<file path="config.mk">
export PLATFORM = sky130hd
export DESIGN_NAME = single_track_arbiter
export DESIGN_NICKNAME = d
export VERILOG_FILES = /design/src/rtl/single_track_arbiter.sv
export SDC_FILE = /design/constraint.sdc
export NUM_CORES = 1
export LEC_CHECK = 0
export BUFFER_PORTS_ARGS = -buffer_cell sky130_fd_sc_hd__buf_2
export CAP_MARGIN = 20
export CORE_MARGIN = 2
export CORE_UTILIZATION = 40
export CTS_CLUSTER_SIZE = 8
export DETAILED_ROUTE_END_ITERATION = 8
export SYNTH_ARGS = -nofsm -noshare
export SYNTH_HDL_FRONTEND = slang
export SYNTH_SLANG_ARGS = --single-unit
export TNS_END_PERCENT = 5
</file>
<file path="constraint.sdc">
create_clock -name clk -period 4.5 [get_ports clk]
set_clock_uncertainty 0.05 [all_clocks]
set_input_delay 0.225 -clock clk [delete_from_list [all_inputs] [get_ports clk]]
set_output_delay 0.225 -clock clk [all_outputs]
set_load 0.01 [all_outputs]
</file>
<file path="src/rtl/single_track_arbiter.sv">
// single_track_arbiter: grants a shared single-track section to east or west traffic and drives the entry aspects
module single_track_arbiter #(
  parameter int CLEAR_DELAY = 10,
  parameter int GRANT_TIMEOUT = 50,
  parameter int CNT_W = 8
) (
  input  logic       clk,
  input  logic       clr,
  input  logic       req_e,
  input  logic       req_w,
  input  logic       occ,
  output logic [1:0] sig_e,
  output logic [1:0] sig_w,
  output logic       grant_e,
  output logic       grant_w,
  output logic       busy,
  output logic       timeout,
  output logic       last_dir
);
  typedef enum logic [2:0] {IDLE, ROUTE_E, RUN_E, ROUTE_W, RUN_W, CLEAR} state_t;
  localparam logic [CNT_W-1:0] CLR_END = CNT_W'(CLEAR_DELAY - 1);
  localparam logic [CNT_W-1:0] TMO_END = CNT_W'(GRANT_TIMEOUT - 1);
  state_t state, cur, nxt;
  logic [CNT_W-1:0] cnt;
  logic tmo;
  always_comb cur = (state > CLEAR) ? CLEAR : state;
  // occupancy beats cancel, cancel beats timeout
  always_comb begin
    nxt = cur;
    tmo = 1'b0;
    case (cur)
      IDLE:    nxt = occ ? CLEAR : (req_e && (!req_w || last_dir)) ? ROUTE_E : req_w ? ROUTE_W : IDLE;
      ROUTE_E: begin
        nxt = occ ? RUN_E : (!req_e || cnt == TMO_END) ? IDLE : ROUTE_E;
        tmo = !occ && req_e && cnt == TMO_END;
      end
      ROUTE_W: begin
        nxt = occ ? RUN_W : (!req_w || cnt == TMO_END) ? IDLE : ROUTE_W;
        tmo = !occ && req_w && cnt == TMO_END;
      end
      RUN_E:   nxt = occ ? RUN_E : CLEAR;
      RUN_W:   nxt = occ ? RUN_W : CLEAR;
      default: nxt = (!occ && cnt == CLR_END) ? IDLE : CLEAR;
    endcase
  end
  always_ff @(posedge clk) begin
    if (!clr) begin
      state    <= IDLE;
      cnt      <= '0;
      last_dir <= 1'b1;
      timeout  <= 1'b0;
    end else begin
      state    <= nxt;
      cnt      <= (nxt != state || (nxt == CLEAR && occ)) ? '0 : cnt + CNT_W'(~&cnt);
      last_dir <= (nxt == ROUTE_E) ? 1'b0 : (nxt == ROUTE_W) ? 1'b1 : last_dir;
      timeout  <= tmo;
    end
  end
  always_comb begin
    sig_e   = (cur == ROUTE_E) ? 2'd3 : 2'd0;
    sig_w   = (cur == ROUTE_W) ? 2'd3 : 2'd0;
    grant_e = cur == ROUTE_E || cur == RUN_E;
    grant_w = cur == ROUTE_W || cur == RUN_W;
    busy    = cur != IDLE;
  end
`ifndef SYNTHESIS
  a_grant:  assert property (@(posedge clk) !(grant_e && grant_w));
  a_aspect: assert property (@(posedge clk) sig_e == 2'd0 || sig_w == 2'd0);
  a_occ:    assert property (@(posedge clk) disable iff (!clr) occ |=> (sig_e != 2'd3 && sig_w != 2'd3));
`endif
endmodule

</file>
# Yosys cells after proc, flatten, opt, wreduce, memory -nomap -nowiden
# Index checks and enable logic that the tools add are counted.
# op_classes
magnitude_cmp	1
mux	17
eq_ne	10
n_bitwise	1
n_addsub	1
reduce_logical	22
# op_table
op	n
two-way mux 3 bit	5
one-hot mux 3 bit (5 select lines)	1
two-way mux 2 bit	6
== test 3 x 2 -> 1 bit, second input constant	3
adder 8 x 1 -> 8 bit	1
== test 8 x 4 -> 1 bit, second input constant	1
== test 8 x 6 -> 1 bit, second input constant	1
AND reduction 8 bit	1
logical AND 1 bit	7
== test 3 x 1 -> 1 bit, second input constant	2
== test 3 bit, second input constant	2
logical OR 1 bit	6
logical NOT 1 bit	4
two-way mux 1 bit	4
greater-than comparator 3 bit, second input constant	1
logical NOT 3 bit	1
!= test 3 bit	1
nonzero test 3 bit	1
one-hot mux 1 bit (2 select lines)	1
nonzero test 2 bit	1
OR reduction 2 bit	1
NOT 1 bit	1
# totals
input_bits	5
ff_bits	13
output_inout_bits	9
elab_cells	56

# Longest topological paths before layout
# depth
word_depth	10
mapped_depth	8
depth_no_buf	8

# Least setup slack after synthesis
# OpenSTA, ideal clock, no wires.
# synth_path
path_type	input -> register
startpoint	input port occ
endpoint	register cnt[0]
path_buffers	1
arrival_time_ns	1.594
setup_time_ns	0.079
path_stages	6
setup_slack_ns	2.778
cell_sequence	buf_6 -> or4_4 -> a21oi_2 -> nor2_1 -> o311a_4 -> nor3_1
# synth_between
elab_chain_len	8
word_cells_on_any_way	14
# synth_lines
item	line_no	rtl
start, declared	11	input logic occ,
logical NOT 1 bit	43	default: nxt = (!occ && cnt == CLR_END) ? IDLE : CLEAR;
logical AND 1 bit	43	
two-way mux 3 bit	43	
one-hot mux 3 bit (5 select lines)	31	case (cur)
== test 3 bit	54	cnt <= (nxt != state || (nxt == CLEAR && occ)) ? '0 : cnt + CNT_W'(~&cnt);
logical AND 1 bit	54	
logical OR 1 bit (*)	54	
OR reduction 2 bit (no line) (*)	n/a	
end signal, assigned	54	
end, declared	24	logic [CNT_W-1:0] cnt;
# Mark *: on every way between the ends. The rest lies on a longest branch, timed or not.
# A chain may end at the register's enable or synchronous reset.

# Worst setup path after layout
# layout_path
startpoint	register state[1]
endpoint	register cnt[3]
# layout_between
elab_chain_len	8
word_cells_on_any_way	13
# layout_lines
item	line_no	rtl
start, declared	23	state_t state, cur, nxt;
start signal, assigned	53	state <= nxt;
greater-than comparator 3 bit	26	always_comb cur = (state > CLEAR) ? CLEAR : state;
two-way mux 3 bit	26	
== test 3 bit (tied with other cells)	31	
one-hot mux 3 bit (5 select lines)	31	
== test 3 bit	54	
logical AND 1 bit	54	
logical OR 1 bit (*)	54	
OR reduction 2 bit (no line) (*)	n/a	
# Marked as above.

==> Flow_metrics.wiki <==
{| class="wikitable"
! Metric !! Value
|-
| Arrival time reported for the critical path endpoint || 2.22 ns
|-
| Startpoint of the worst hold path || clr
|-
| Yosys synthesis warning count || 0
|-
| Sequential Power Share || 44.7%
|-
| Number of cells on the worst reg-to-reg path || 5
|-
| WP data required || 4.59 ns
|-
| Switching Power || 117 uW
|-
| Setup Fix Bufs, Post-CTS || 0
|-
| Post-synth top area cell || dfxtp_1
|-
| Core ar. || 1980 um^2
|-
| Cell Rows || 16
|-
| Register area share after synthesis || 30.7%
|-
| Via count of the first global-routing pass || 688
|-
| IO Pins || 14
|-
| Number of max-slew violations in the final report || 0
|-
| Resized cells post-CTS || 0
|-
| Global placer's final weighted congestion || 0.847
|-
| Drt initial violations || 29
|-
| Power per unit of standard cell area || 345 nW/um^2
|-
| Share of cells above drive strength 1 || 17.2%
|-
| Worst-case headroom to the max-slew limit || 51.0%
|-
| Hold path cells || 3
|-
| Final routed wirelength across all metal layers || 1830 um
|-
| Mean Syn Cell Area || 7.99 um^2
|-
| Final cell utilization of the core || 46.8%
|-
| Global Route Usage Sum || 15.9%
|-
| Fmax achieved || 471 MHz
|-
| Tmin final || 2.12 ns
|-
| Classification of the worst-slack hold path || input port to register
|-
| IR Drop Worst-Case VDD || 0.175 mV
|-
| Effective utilization at floorplan || 42.7%
|-
| Clock latency on the worst-skew pair || 0.28 ns
|-
| Synth Net Count || 113
|-
| Reported leakage power || 0.000356 uW
|-
| Buf+Inv Stages, Crit Path || 0
|-
| Share of total power consumed by net switching || 36.5%
|-
| CTS H-tree depth || 1
|-
| Unrepaired setup endpoints after global routing || no
|-
| Critical Path Source Type || register
|-
| Launch point of the worst reg-to-reg path || state[1]$_SDFF_PN0_
|-
| Diode count || 0
|-
| Power Internal || 203 uW
|-
| GRT overflow || 0
|-
| Pin count of the biggest net entering global routing || 15
|-
| Root Buffer Master || clkbuf_4
|-
| Fraction of power consumed by the clock network || 23.4%
|-
| Top cells by count, synth || nand2_1 (16), dfxtp_1 (13), nor3_1 (9)
|-
| Area enclosed by the die boundary || 2500 um^2
|-
| Fillers || 198
|-
| Clock Tree Buf Depth || 2
|-
| Highest cell delay on the worst timing path || 0.62 ns
|-
| Maxcap violations || 0
|-
| Levels on crit path || 5
|-
| Vias || 805
|-
| Number of antenna violations at the first check in global routing || 0
|-
| Post-route setup TNS || 0 ns
|-
| Flops & latches, synth || 13
|-
| Outcome || completed
|-
| Kind of end point of the critical path || register
|-
| Share of the cycle needed by the critical path after routing || 47.2%
|-
| Post-layout worst setup margin || 2.38 ns
|-
| Yosys cell types || 38
|-
| Half-perimeter wire length after placement || 1310 um
|-
| Worst setup path start || state[1]$_SDFF_PN0_
|-
| Synthesized netlist cell count || 106
|-
| Leading cell type by number of instances after synthesis || nand2_1
|-
| Share of async-settable or async-resettable flops after synthesis || 0%
|-
| Transition time at the pin with the least slew margin || 0.734 ns
|-
| Routed length per instance || 12.8 um
|-
| Number of enable flip-flop cells after synthesis || 0
|-
| Type of the worst setup path || register to register
|-
| DIE WIDTH || 50.0 um
|-
| Critical-path maximum fanout || 12
|-
| Combinational fraction of design power || 31.9%
|-
| Number of buffers inserted for hold repair after clock tree synthesis || 0
|-
| Final hold vios || 0
|-
| TritonCTS buffer count || 3
|-
| Number of I/O port buffers || 13
|-
| Post-detailed-route via-to-cell ratio || 5.63
|-
| Slowest stage cell on the critical path || a22oi_1
|-
| Clock slew at reported path FFs || 0.08 ns
|-
| First-pass GRT wire length || 3020 um
|-
| Ordered cell list for the critical path || or3_1 -> a211oi_1 -> a21oi_1 -> a22oi_1 -> nor3_1
|-
| Clock net sink count || 13
|-
| Setup WS pre-CTS || 2.41 ns
|-
| Post-route DRC violation count || 0
|-
| Syn-to-layout area delta || 9.60%
|-
| CTS tree || done
|-
| Family with the most delay on the worst path || compound AO/OA/AOI/OAI gates
|-
| Most area-consuming cells after synthesis || dfxtp_1 (31%), xnor2_1 (7.2%), nand2_1 (7.1%), nor3_1 (5.3%), nor2_1 (3.1%)
|-
| First-pass DRT Iterations || 4
|-
| Die height || 50.0 um
|-
| Antenna violation net count after detailed routing || 0
|-
| Predominant post-synthesis flop cell || dfxtp_1
|-
| Total setup violations reported at the end of the flow || 0
|-
| Area share of the leading cell type in the synthesized netlist || 30.7%
|-
| Summed instance area of the synthesized netlist || 847 um^2
|-
| Net count, final || 124
|}
## area by class of cell
class | instances | area, um^2 | area share (%)
clock buffers | 4 | 26.3 | 2.83
inverters | 2 | 7.51 | 0.809
multi-input cells | 84 | 536 | 57.7
flip-flops and latches | 13 | 260 | 28.0
well taps | 27 | 33.8 | 3.64
repair buffers | 13 | 65.1 | 7.01
## cells by family (layout without fill, tap and decap cells)
kind of cell / count (synthesis) / in the layout / synth area share (%)
and+or+nand+nor: 55 / 55 / 34.6
adders and majority gates: 2 / 2 / 2.95
xor gates and xnor gates: 8 / 8 / 8.27
buffers and inverters: 9 / 19 / 6.06
AOI/OAI and AO/OA: 19 / 19 / 17.4
DFF: 13 / 13 / 30.7
## stage by stage
stage                     instance area (um^2)  hold WS [ns]  std cells  total power, uW
after floorplan                            847         0.301        106              222
after global placement                     902         0.445        139              246
after detailed placement                   902         0.454        139              246
after CTS                                  928         0.153        143              321
after global routing                       928         0.140        143              345
final                                      928         0.154        143              320
## flip-flops by register name, indices dropped and copies added (netlist names)
signal,flops
cnt,8
last_dir,1
state,3
timeout,1
## metal layers
| metal | wire (um) | track usage [%] |
|---|---|---|
| met3 | 86 | 3.64 |
| met2 | 749 | 22.4 |
| met4 | 43 | 8.33 |
| met5 | 0 | 0 |
| met1 | 952 | 22.3 |
## worst register-to-register path, cell delays in order, from the launching register on
cell	delay, ns
dfxtp_1	0.43
or3_1	0.43
a211oi_1	0.23
a21oi_1	0.10
a22oi_1	0.62
nor3_1	0.11
## power groups by stage
stage / sequential [uW] / combinational (uW) / clock (uW)
2_1_floorplan: 133 / 89.1 / 0
3_3_place_gp: 145 / 101 / 0
3_5_place_dp: 145 / 101 / 0
4_1_cts: 142 / 102 / 76.8
5_1_grt: 146 / 115 / 83.1
6_report: 143 / 102 / 74.8
## worst paths after layout
| path | endpoint | slack [ns] |
|---|---|---|
| hold reg to reg | last_dir$_SDFFE_PN1P_ | 0.48 |
| hold / removal | timeout$_SDFF_PN0_ | 0.15 |
| setup reg to reg | cnt[3]$_SDFF_PP0_ | 2.38 |
| setup / recovery | cnt[3]$_SDFF_PP0_ | 2.38 |
## layout by cell type, fill, tap and decap left out, types with 2 or more instances in the layout
cell      Yosys  routed
clkbuf_4      0       3
ha_1          2       2
and3_1        2       2
a21oi_1       4       4
nand2_1      16      16
nand4_1       3       3
nand3_1       5       5
nand2b_1      2       2
a22oi_1       2       2
o21a_1        2       2
nor3_1        9       9
xnor2_1       7       7
and4_1        2       2
buf_2         2      13
a211oi_1      3       3
inv_1         2       2
dfxtp_1      13      13
nor2_1        7       7
Note: power is estimated with default switching activity, not from simulation.
